File: src/rtl/axi_write_arbiter.sv
// Two-requester AXI write-path arbiter: round-robin AW into a registered stage, W steered in
// grant order via an order FIFO, B routed back by a source bit prepended to the master ID.
module axi_write_arbiter #(
  parameter int unsigned ID_WIDTH    = 4,
  parameter int unsigned ADDR_WIDTH  = 32,
  parameter int unsigned DATA_WIDTH  = 64,
  parameter int unsigned OUTSTANDING = 4
) (
  input  logic                        clk,
  input  logic                        rst,
  input  logic [1:0]                  req_aw_valid,
  output logic [1:0]                  req_aw_ready,
  input  logic [2*ADDR_WIDTH-1:0]     req_aw_addr,
  input  logic [2*ID_WIDTH-1:0]       req_aw_id,
  input  logic [15:0]                 req_aw_len,
  input  logic [5:0]                  req_aw_size,
  input  logic [1:0]                  req_w_valid,
  output logic [1:0]                  req_w_ready,
  input  logic [2*DATA_WIDTH-1:0]     req_w_data,
  input  logic [2*DATA_WIDTH/8-1:0]   req_w_strb,
  input  logic [1:0]                  req_w_last,
  output logic [1:0]                  req_b_valid,
  input  logic [1:0]                  req_b_ready,
  output logic [ID_WIDTH-1:0]         req_b_id,
  output logic [1:0]                  req_b_resp,
  output logic                        m_aw_valid,
  input  logic                        m_aw_ready,
  output logic [ADDR_WIDTH-1:0]       m_aw_addr,
  output logic [ID_WIDTH:0]           m_aw_id,
  output logic [7:0]                  m_aw_len,
  output logic [2:0]                  m_aw_size,
  output logic                        m_w_valid,
  input  logic                        m_w_ready,
  output logic [DATA_WIDTH-1:0]       m_w_data,
  output logic [DATA_WIDTH/8-1:0]     m_w_strb,
  output logic                        m_w_last,
  input  logic                        m_b_valid,
  output logic                        m_b_ready,
  input  logic [ID_WIDTH:0]           m_b_id,
  input  logic [1:0]                  m_b_resp,
  output logic                        idle
);

  localparam int unsigned StrbW = DATA_WIDTH / 8;
  localparam int unsigned CntW  = $clog2(OUTSTANDING + 1);
  localparam int unsigned PtrW  = (OUTSTANDING > 1) ? $clog2(OUTSTANDING) : 1;

  logic                   rr_q;
  logic [CntW-1:0]        cnt_q [2];
  logic [OUTSTANDING-1:0] ord_mem_q;
  logic [PtrW-1:0]        rd_ptr_q, wr_ptr_q;
  logic [CntW-1:0]        ord_cnt_q;

  logic       stage_free, fifo_full, fifo_empty, grant_vld, grant, head, w_pop, b_src, b_hs;
  logic [1:0] elig;

  function automatic logic [PtrW-1:0] ptr_inc(input logic [PtrW-1:0] p);
    return (p == PtrW'(OUTSTANDING - 1)) ? '0 : p + PtrW'(1);
  endfunction

  // Grants are suppressed during reset so no requester sees a phantom handshake.
  always_comb begin
    stage_free = !m_aw_valid || m_aw_ready;
    fifo_full  = (ord_cnt_q == CntW'(OUTSTANDING));
    fifo_empty = (ord_cnt_q == '0);
    for (int i = 0; i < 2; i++) begin
      elig[i] = req_aw_valid[i] && !fifo_full && (cnt_q[i] < CntW'(OUTSTANDING));
    end
    grant_vld    = !rst && stage_free && (elig != 2'b00);
    grant        = (elig == 2'b11) ? rr_q : elig[1];
    req_aw_ready = '0;
    if (grant_vld) req_aw_ready[grant] = 1'b1;
  end

  assign head = ord_mem_q[rd_ptr_q];

  always_comb begin
    m_w_valid   = !fifo_empty && req_w_valid[head];
    m_w_data    = head ? req_w_data[2*DATA_WIDTH-1:DATA_WIDTH] : req_w_data[DATA_WIDTH-1:0];
    m_w_strb    = head ? req_w_strb[2*StrbW-1:StrbW] : req_w_strb[StrbW-1:0];
    m_w_last    = head ? req_w_last[1] : req_w_last[0];
    req_w_ready = '0;
    if (!fifo_empty) req_w_ready[head] = m_w_ready;
  end

  assign w_pop = m_w_valid && m_w_ready && m_w_last;

  always_comb begin
    b_src              = m_b_id[ID_WIDTH];
    req_b_valid        = '0;
    req_b_valid[b_src] = m_b_valid && !rst;
    m_b_ready          = req_b_ready[b_src] && !rst;
    req_b_id           = m_b_id[ID_WIDTH-1:0];
    req_b_resp         = m_b_resp;
    b_hs               = m_b_valid && m_b_ready;
  end

  assign idle = !m_aw_valid && fifo_empty && (cnt_q[0] == '0) && (cnt_q[1] == '0);

  always_ff @(posedge clk) begin
    if (rst) begin
      m_aw_valid <= 1'b0;
      m_aw_addr  <= '0;
      m_aw_id    <= '0;
      m_aw_len   <= '0;
      m_aw_size  <= '0;
      rr_q       <= 1'b0;
      cnt_q[0]   <= '0;
      cnt_q[1]   <= '0;
      ord_mem_q  <= '0;
      rd_ptr_q   <= '0;
      wr_ptr_q   <= '0;
      ord_cnt_q  <= '0;
    end else begin
      if (grant_vld) begin
        m_aw_valid <= 1'b1;
        m_aw_addr  <= grant ? req_aw_addr[2*ADDR_WIDTH-1:ADDR_WIDTH] : req_aw_addr[ADDR_WIDTH-1:0];
        m_aw_id    <= {grant, grant ? req_aw_id[2*ID_WIDTH-1:ID_WIDTH] : req_aw_id[ID_WIDTH-1:0]};
        m_aw_len   <= grant ? req_aw_len[15:8] : req_aw_len[7:0];
        m_aw_size  <= grant ? req_aw_size[5:3] : req_aw_size[2:0];
        rr_q       <= ~grant;
        ord_mem_q[wr_ptr_q] <= grant;
        wr_ptr_q   <= ptr_inc(wr_ptr_q);
      end else if (m_aw_ready) begin
        m_aw_valid <= 1'b0;
      end
      if (w_pop) rd_ptr_q <= ptr_inc(rd_ptr_q);
      if (grant_vld && !w_pop) begin
        ord_cnt_q <= ord_cnt_q + CntW'(1);
      end else if (w_pop && !grant_vld) begin
        ord_cnt_q <= ord_cnt_q - CntW'(1);
      end
      // A stray B on an idle requester is dropped rather than wrapping the counter.
      for (int i = 0; i < 2; i++) begin
        if (grant_vld && (grant == 1'(i)) &&
            !(b_hs && (b_src == 1'(i)) && (cnt_q[i] != '0))) begin
          cnt_q[i] <= cnt_q[i] + CntW'(1);
        end else if (b_hs && (b_src == 1'(i)) && (cnt_q[i] != '0) &&
                     !(grant_vld && (grant == 1'(i)))) begin
          cnt_q[i] <= cnt_q[i] - CntW'(1);
        end
      end
    end
  end

`ifndef SYNTHESIS
  b_without_outstanding: assert property (@(posedge clk) disable iff (rst)
    !(b_hs && (cnt_q[b_src] == '0)));
`endif

endmodule

File: config.mk
export PLATFORM = sky130hd
export DESIGN_NAME = axi_write_arbiter
export DESIGN_NICKNAME = d
export VERILOG_FILES = /design/src/rtl/axi_write_arbiter.sv
export SDC_FILE = /design/constraint.sdc
export NUM_CORES = 1
export LEC_CHECK = 0
export CORE_AREA = 2 2 152 154
export DETAILED_ROUTE_END_ITERATION = 8
export DIE_AREA = 0 0 154 156
export PLACE_DENSITY_LB_ADDON = 0.08
export SLEW_MARGIN = 20
export SYNTH_ARGS = -nofsm -noshare
export SYNTH_HDL_FRONTEND = slang
export SYNTH_SLANG_ARGS = --single-unit
File: constraint.sdc
create_clock -name clk -period 2.61 [get_ports clk]
set_input_delay 0.522 -clock clk [delete_from_list [all_inputs] [get_ports clk]]
set_output_delay 0.522 -clock clk [all_outputs]
set_load 0.005 [all_outputs]
==> impl_summary.txt <==
----------------------------------------------------
[Final layout]
  ANT cells ... 0
  Fraction of final layout cells with drive strength greater than 1 ... 27.6%
  Final-layout fill cell count ... 2233
  Multi-input gate area in the final layout ... roughly 2200 µm²
  Most common cell after layout, fill and taps aside ... clkdlybuf4s50_1
  Most used cells in the layout excluding fill and tap cells ... clkdlybuf4s50_1, mux2_2, dfxtp_1
  Final Net Count ... 1044
  Sequential cell area ... 1400 µm²
  Synthesis-to-layout area growth ... 116%
  Final std cells w/o fill ... about 1100

[Global route]
  Total routing usage reported by global routing ... 14.7%
  Number of antenna violations at the first check in global routing ... 0
  Maximum number of pins on one net before global-route repair ... 34
  First-pass GRT wire length ... 27400 µm
  Via count of the first global-routing pass ... 4853
  GR Overflow Total ... 0

[Synthesis]
  Fraction of synthesized cell area taken by the top area cell type ... 32.1%
  Post-synth EDFFs ... 6
  Library cell occupying the most area in the post-synthesis netlist ... dfxtp_1
  Post-Syn Instances ... 380
  Register area share after synthesis ... 36.9%
  Netlist Area Pre-Place ... 3800 µm²
  Warning count from the yosys run ... 0
  Main area contributors after synthesis ... dfxtp_1, mux2_2, a222oi_1, edfxtp_1, ha_1
  Synthesized area per cell ... between 10 and 15 µm²
  #FFs+latches synth ... 67
  Synthesized netlist net count ... 649
  Share of flip-flops with an asynchronous set or reset after synthesis ... 0%
  Top_reg_cell synth ... dfxtp_1
  Distinct cell type count after synthesis ... 43

[Drt]
  DRT iter0 DRCs ... between 300 and 400
  Final routed wire length divided by cell count ... 17.8 µm
  Via Count ... about 4600
  Detailed route wirelength on metal2 ... ~10000 µm
  Uppermost metal layer occupied by signal nets ... met4
  Routed met3 length ... 1830 µm
  Total wire length ... 18900 µm
  Drc violations ... 0
  First drt pass iteration count ... 7
  Wl on met1 ... 6800 µm
  ANT nets after route ... 0
  Detail-routed via count per cell ... between 4 and 5

[Clock network]
  Worst-skew pair later-pin latency ... around 330 ps
  Clock input transition at the sequential cells of the worst setup and hold paths ... 50 ps
  TritonCTS clock tree ... yes
  CTS H-tree depth ... 3
  Clk buf depth ... 2
  CTS Root Buffer Type ... clkbuf_16
  TritonCTS Buffers ... 9
  Count of hold buffers inserted by post-cts repair ... 0
  Clk sink count ... 67

[STA]
  Unrepaired setup endpoints after global routing ... yes
  Actual transition at the worst max-transition pin ... between 1000 and 1500 ps
  TNS Setup ... -477 ps
  Max-slew violation total from the final report ... 0
  Final setup fails ... 19
  Tcrit/Tclk final ... 103%
  Maximum clock skew at final layout ... 5.81 ps
  Final min period ... roughly 2700 ps
  Max-Slew Margin vs Limit ... 32.9%
  Max Clk Rate ... 372 MHz
  Setup WS post-layout ... -78.6 ps
  Hold Violations, Final ... 0

[Setup path]
  Crit Reg-Reg Endpoint ... ord_cnt_q[2]
  Depth of the most critical reg-to-reg path ... 12
  CP max FO ... 21
  Worst flop-to-flop path startpoint ... rd_ptr_q[0]
  Critical path type ... reg -> out
  Register-to-Register Setup Slack ... -40 ps
  Type of element capturing the critical path ... primary output
  CP Data Arrival Time ... roughly 2200 ps
  Required time of the critical path ... 2090 ps
  Crit path launch type ... flip-flop

[Flow run]
  Maximum Capacitance Violations ... 0

[Pwr]
  Leakage Power ... between 3 and 4 nW
  Post-layout power ... around 4.8 mW
  Peak supply drop ... 0.000263 V
  Cell area power density ... 582 nW/µm²

[Placed design]
  Detailed placer's ending HPWL ... 14800 µm
  Weighted congestion reported at the end of routability-driven placement ... 0.799
  Number of cells in the design after placement ... slightly above 1000
  Port buffer count ... 382

[Floorplan]
  Die H ... 156 µm
  Core Area ... 22400 µm²
  # rows ... 55
  Die Footprint ... 24000 µm²
  Die Wd ... 154 µm
  Total I/O pin count ... 395
  Effective utilization at floorplan ... roughly 17%

[Run status]
  Result of the run ... complete, but fails checks
  Violated checks ... setup timing

[Worst hold path]
  Worst hold stages ... 1
  Path category of the worst min-delay check ... reg -> reg
  End of the worst hold path ... m_aw_id[4]
  HP Start ... m_aw_id[4]

----------------------------------------------------
through the flow:
stage               util, %  hold slack, ps  cell area (µm²)  worst slack [ps]
finish                 36.7             460             8210             -78.6
global route           36.7             480             8210              -196
CTS                    37.3             466             8330              -141
detailed placement     35.9             447             8030              -287
global placement       35.9             436             8030              -300
floorplan                 -             451             3800               150
worst max path at each step:
stage / startpoint / cells after the start / slack, ps / to
final: rd_ptr_q[0] / 5 / -80 / m_w_data[2]
after global routing: rd_ptr_q[0] / 12 / -200 / ord_cnt_q[2]
after CTS: rd_ptr_q[0] / 6 / -140 / m_w_data[17]
after detailed placement: m_aw_ready / 11 / -290 / ord_cnt_q[2]
after global placement: m_aw_ready / 6 / -300 / req_aw_ready[0]
after floorplan: rst / 9 / 150 / ord_cnt_q[2]
per-layer routing:
metal | track usage, % | vias to the layer above
met5 | 0 | -
met2 | 28.2 | 244
met4 | 3.34 | 0
met1 | 15.2 | 2176
li1 | - | 2201
met3 | 5.72 | 16
state kept, by name, indices dropped and copies added (netlist names):
name and cells:
cnt_q 6, m_aw_addr 32, m_aw_id 5, m_aw_len 8, m_aw_size 3, m_aw_valid 1, ord_cnt_q 3, ord_mem_q 4
rd_ptr_q 2, rr_q 1, wr_ptr_q 2
cells in the mapped netlist (2+ instances only):
cell type  instances
a21o_1             4
inv_1             23
a22oi_1           10
ha_1               9
a211oi_1           4
edfxtp_1           6
buf_2             15
mux2_2            74
clkbuf_1          14
buf_4              6
o21ai_0           13
a21oi_1           10
fa_1               2
a222oi_1          37
or2_2              3
nor2b_1            4
xnor2_1            2
nand2_1           15
and2_1             2
dfxtp_1           61
mux2i_1            4
nand2b_1           5
nor3b_1            2
or3_1              4
xor2_1             5
nor2_1            29
kinds of logic after synthesis:
group                    share of synthesized area [%]
AO/OA/AOI/OAI                                     17.7
XOR/XNOR                                          1.61
adder cells (fa/ha/maj)                           4.01
buffers and inverters                             6.91
flip-flops                                        36.9
multiplexers                                      23.6
AND/OR/NAND/NOR                                   9.34
worst max-delay path: stages, from the launching register on:
cell and delay [ps]:
dfxtp_2 330, mux4_2 520, buf_12 150, buf_4 220, mux2_2 320, dlygate4sd2_1 270
area by class of cell:
cell class,count,area share (%)
timing repair buffer,419,47.0
multi-input combinational,254,26.7
sequential,67,17.1
tap,285,4.35
clock buffer,9,2.74
clock inverter,7,1.11
inverter,24,1.10
report_power, final:
group	internal, mW	switching, mW
combinational	1.32	0.810
sequential	1.22	0.121
clock	0.833	0.475
repair_timing:
action                     CTS  global route
pin swaps                    3             3
setup endpoints to repair   79            57
setup buffers               10             3
cloned                       4             0
resized for setup          256            42
Note: power is estimated with default switching activity, not from simulation.
